$ cat src/rtl/pipeline_hazard_ctrl.sv
// Hazard and sequencing control for the 5-stage MIPS pipeline: load-use bubbles,
// taken-branch flushes, data-memory wait freeze and timeout. Optional perf counters: HAZARD_PERF_EN.
module pipeline_hazard_ctrl #(
    parameter int MEM_TIMEOUT = 255,
    parameter int CNT_W       = 8,
    parameter int REG_W       = 5
) (
    input  logic             clk,
    input  logic             reset,
    input  logic [REG_W-1:0] id_rs,
    input  logic [REG_W-1:0] id_rt,
    input  logic             id_uses_rt,
    input  logic [REG_W-1:0] ex_rt,
    input  logic             ex_mem_read,
    input  logic             mem_branch_taken,
    input  logic             dmem_req,
    input  logic             dmem_ready,
    output logic             pc_write,
    output logic             pc_src,
    output logic             if_id_write,
    output logic             if_id_flush,
    output logic             id_ex_bubble,
    output logic             ex_mem_flush,
    output logic             pipe_hold,
    output logic             mem_wb_bubble,
    output logic             mem_timeout,
    output logic [31:0]      stall_cycles,
    output logic [31:0]      flush_count
);

    typedef enum logic [1:0] {
        RUN      = 2'd0,
        MEM_WAIT = 2'd1,
        ERROR    = 2'd2
    } state_t;

    localparam logic [CNT_W-1:0] TIMEOUT_CNT = CNT_W'(MEM_TIMEOUT);

    state_t           state, next_state;
    logic [CNT_W-1:0] wait_cnt, next_cnt;
    logic             load_use;
    logic             mem_stall;

    assign load_use = ex_mem_read && (ex_rt != '0) &&
                      ((ex_rt == id_rs) || (id_uses_rt && (ex_rt == id_rt)));

    // Once waiting, only dmem_ready releases the freeze; dmem_req matters only on entry.
    assign mem_stall = (state == MEM_WAIT) ? !dmem_ready
                                           : ((state == RUN) && dmem_req && !dmem_ready);

    assign mem_timeout = (state == ERROR);

    always_ff @(posedge clk) begin
        if (reset) begin
            state    <= RUN;
            wait_cnt <= '0;
        end else begin
            state    <= next_state;
            wait_cnt <= next_cnt;
        end
    end

    always_comb begin
        next_state    = state;
        next_cnt      = wait_cnt;
        pc_write      = 1'b1;
        pc_src        = 1'b0;
        if_id_write   = 1'b1;
        if_id_flush   = 1'b0;
        id_ex_bubble  = 1'b0;
        ex_mem_flush  = 1'b0;
        pipe_hold     = 1'b0;
        mem_wb_bubble = 1'b0;
        if (reset) begin
            pc_write      = 1'b0;
            if_id_write   = 1'b0;
            pipe_hold     = 1'b1;
            if_id_flush   = 1'b1;
            id_ex_bubble  = 1'b1;
            ex_mem_flush  = 1'b1;
            mem_wb_bubble = 1'b1;
        end else if (state == ERROR || mem_stall) begin
            pc_write      = 1'b0;
            if_id_write   = 1'b0;
            pipe_hold     = 1'b1;
            mem_wb_bubble = 1'b1;
            if (state == RUN) begin
                next_state = MEM_WAIT;
                next_cnt   = CNT_W'(1);
            end else if (state == MEM_WAIT) begin
                if (wait_cnt == TIMEOUT_CNT) begin
                    next_state = ERROR;
                end else begin
                    next_cnt = wait_cnt + CNT_W'(1);
                end
            end
        end else begin
            // The access (if any) completes this cycle; normal RUN priorities apply.
            next_state = RUN;
            next_cnt   = '0;
            if (mem_branch_taken) begin
                pc_src       = 1'b1;
                if_id_flush  = 1'b1;
                id_ex_bubble = 1'b1;
                ex_mem_flush = 1'b1;
            end else if (load_use) begin
                pc_write     = 1'b0;
                if_id_write  = 1'b0;
                id_ex_bubble = 1'b1;
            end
        end
    end

`ifdef HAZARD_PERF_EN
    logic [31:0] stall_q;
    logic [31:0] flush_q;

    always_ff @(posedge clk) begin
        if (reset) begin
            stall_q <= '0;
            flush_q <= '0;
        end else begin
            if (!pc_write) stall_q <= stall_q + 32'd1;
            if (pc_src)    flush_q <= flush_q + 32'd1;
        end
    end

    assign stall_cycles = stall_q;
    assign flush_count  = flush_q;
`else
    assign stall_cycles = 32'd0;
    assign flush_count  = 32'd0;
`endif

endmodule

$ cat config.mk
export PLATFORM = sky130hd
export DESIGN_NAME = pipeline_hazard_ctrl
export DESIGN_NICKNAME = d
export VERILOG_FILES = /design/src/rtl/pipeline_hazard_ctrl.sv
export SDC_FILE = /design/constraint.sdc
export NUM_CORES = 1
export LEC_CHECK = 0
export CAP_MARGIN = 20
export CORE_MARGIN = 3
export CORE_UTILIZATION = 60
export CTS_BUF_LIST = sky130_fd_sc_hd__clkbuf_2
export CTS_CLUSTER_SIZE = 24
export DETAILED_ROUTE_END_ITERATION = 8
export DONT_BUFFER_PORTS = 1
export HOLD_SLACK_MARGIN = 0.02
export PLACE_DENSITY_LB_ADDON = 0.3
export SYNTH_ARGS = -nofsm -noshare
export SYNTH_HDL_FRONTEND = slang
export SYNTH_SLANG_ARGS = --single-unit
$ cat constraint.sdc
create_clock -name clk -period 1.8 [get_ports clk]
set_input_delay 0.18 -clock clk [delete_from_list [all_inputs] [get_ports clk]]
set_output_delay 0.18 -clock clk [all_outputs]
set_load 0.05 [all_outputs]
==> key figures <==
Status
  – Outcome: completed

Final layout
  – Layout Nets: 180
  – Most frequent cells in the layout: 64 x conb_1, 11 x xor2_1, 10 x nor2_1, 9 x dfxtp_1, 5 x a21oi_1
  – Fill count: roughly 160
  – Final Non-Filler Cells: about 180
  – Proportion of layout cells with a drive suffix above 1: between 10% and 20%
  – Commonest non-fill, non-tap cell in the layout: conb_1
  – Area Overhead vs Synth: -5.000%
  – Number of inserted diodes: 0

Global routing
  – Number of global-route vias before repair: about 690
  – First-pass GRT wire length: approximately 2900 um
  – Overflow after GRT: 0
  – Pin count of the biggest net entering global routing: 9
  – Initial antenna violation count: 0
  – Tot GR Track Use: ~14%

Clock network
  – CTS Sinks: 10
  – Clock root cell: clkbuf_2
  – TritonCTS buffer count: 3
  – CTS max path bufs: 2
  – Clk_lat worst skew: between 0.2 and 0.3 ns
  – CTS tree: built
  – H-tree depth: 1
  – Clk slew on worst S/H paths: around 0.11 ns

Worst setup path
  – Crit Path Class: flip-flop to output pin
  – Arrival time at the worst endpoint: 1.56 ns
  – Worst setup SP type: flip-flop
  – Worst Setup SP: state[0]
  – Worst r2r dst: wait_cnt[7]
  – RR Startpoint: wait_cnt[0]
  – Worst endpoint required time: 1.62 ns
  – Setup crit end kind: output pin
  – Reg2Reg Depth: 5
  – Reg2Reg Setup Slack: approximately 0.12 ns
  – Worst setup path end: id_ex_bubble
  – CP Max Fanout: 5

Logic synthesis
  – Adder-cell share of the synthesized area: under 10%
  – Top cells by area, synth: buf_4 42%, dfxtp_1 17%, xor2_1 8.0%, nor2_1 3.1%, a21oi_1 2.1%
  – Yosys reg bits: 10
  – Post-synthesis simple-gate area fraction: between 10% and 20%
  – Sequential area share after synthesis: between 15 and 20%
  – Post-synth EDFFs: 0
  – Synthesized area per cell: just over 8 sq um
  – Async set or reset register ratio after synthesis: 0%
  – Synthesized area: between 0.001 and 0.0015 sq mm
  – Compound-Gate Fraction of Synth Area: roughly 15%
  – Main synth FF type: dfxtp_1
  – Yosys top cell area share: between 40% and 50%
  – XOR/XNOR Fraction of Synth Area: under 10%
  – Synth cell types: 33
  – Mux cell area share after synthesis: 0%
  – Synth warn: 0
  – Largest family of logic cells by synthesized area: buffers and inverters
  – Post-synth top area cell: buf_4
  – Mapped Cells: 148

Route
  – Routed Antenna Nets: 0
  – WL/cell: 11.41 um
  – DR vias: 835
  – Total Wirelength: around 2100 um
  – First-pass DRT Iterations: 4
  – DR iter-0 viols: 17
  – Vias per cell: approximately 4.6
  – Residual DRC count: 0

Timing
  – Relative slew slack: 67.11%
  – Setup-failing EPs final: 0
  – Post-layout minimum cycle time: between 1.5 and 2 ns
  – Fmax: between 0.5 and 0.6 GHz
  – Least-Margin Pin Slew: approximately 0.5 ns
  – Post-Route Skew: 0.01263 ns
  – Final Hold Fails: 0
  – Fin crit share: 96.81%
  – Final critical-path setup slack: about 0.057 ns
  – Final Max Slew Viols: 0

Placement
  – IO Port Bufs: 0
  – DP Worst Slack: between 0.1 and 0.15 ns
  – GPL Wtd Cong: ~0.74
  – DP HPWL: roughly 1600 um
  – Placed cell count: approximately 180

Min path
  – Type of the tightest min-delay check: input pin to flip-flop
  – Hold path cells: 2

Floorplanning
  – Die ar.: about 0.0026 sq mm
  – # IOs: 95
  – Starting density of the core: about two thirds
  – Site row count: 15
  – Die height: 50.74 um
  – Core area: 0.001802 sq mm
  – Chip width: ~51 um

Pwr
  – VDD IR max: between 0.3 and 0.4 mV
  – PD cells: 687.9 mW/mm^2
  – Pleak: 0.0005191 uW
  – Total power: 785.0 uW

Job
  – Max-Cap Viols: 0
## layer usage
layer | routed length, um | GRT usage [%] | vias up
li1 | - | - | 386
met1 | 680 | 14.74 | 383
met2 | 1099 | 25.65 | 59
met3 | 238 | 1.780 | 7
met4 | 47 | 8.969 | 0
met5 | 0 | 0 | -
## kinds of logic (layout without fill, tap and decap cells)
logic type	after synthesis	count (layout)
other	1	64
DFF	10	10
xor gates and xnor gates	13	13
buffers and inverters	71	16
adders and majority gates	1	1
AOI/OAI and AO/OA	23	23
and+or+nand+nor	29	29
## registers in the layout, summed over array words and instances (netlist names)
name      cells
state         2
wait_cnt      8
## worst max-delay path: stages, from the launching register on
cell and delay, ns:
dfxtp_4 0.37, and2b_4 0.18, o21bai_4 0.19, nor2b_4 0.15
o31ai_4 0.23, buf_6 0.19
## cell usage after synthesis (all sizes together), types with 2 or more instances
master / n
nand3: 2
a2111oi: 2
buf: 68
xnor2: 2
o21bai: 2
o31ai: 3
nor3: 2
inv: 3
or4: 3
dfxtp: 10
xor2: 11
a21oi: 5
o21ai: 3
nor2: 10
nand2: 4
nor2b: 2
o211ai: 4
## area by class of cell
type | count | area (sq um) | area share, %
Multi-Input combinational cell | 130 | 760.7 | 66.67
Sequential cell | 10 | 203.9 | 17.87
Timing Repair Buffer | 9 | 111.4 | 9.759
Tap cell | 25 | 31.28 | 2.741
Clock buffer | 3 | 15.01 | 1.316
Inverter | 3 | 15.01 | 1.316
Clock inverter | 1 | 3.754 | 0.3289
## timing repair
| item | 4_1_cts | 5_1_grt |
|---|---|---|
| setup buffers | 0 | 1 |
| hold buffers | 1 | 0 |
| resized for setup | 3 | 4 |
| setup endpoints to repair | 5 | 1 |
| pin swaps | 1 | 1 |
| gates cloned | 0 | 0 |
| hold endpoints to repair | 1 | 0 |
## power breakdown
part	leakage (uW)	total, uW	internal (uW)	switching, uW
clock	0.0000140	134	48.2	85.3
combinational	0.000424	426	54.6	372
sequential	0.0000815	225	223	2.52
total	0.000519	785	325	460
## stage by stage
| step | TNS (ns) | hold slack (ns) | utilization, % | cell area [sq um] |
|---|---|---|---|---|
| floorplan | -0.1955 | 0.2697 | - | 1474 |
| global placement | 0 | 0.2713 | 59.79 | 1077 |
| detailed placement | 0 | 0.2769 | 59.79 | 1077 |
| CTS | 0 | 0.08833 | 61.81 | 1114 |
| global route | -0.01317 | 0.05151 | 63.33 | 1141 |
| finish | 0 | 0.06358 | 63.33 | 1141 |
## worst min path at each step
stage                     startpoint     endpoint  slack, ns
after CTS                      reset  wait_cnt[0]       0.09
final                          reset  wait_cnt[0]       0.06
after floorplan                reset     state[0]       0.27
after global placement         reset     state[0]       0.27
after detailed placement       reset     state[0]       0.28
after global routing           reset  wait_cnt[0]       0.05
(Power assumes the default switching activity.)
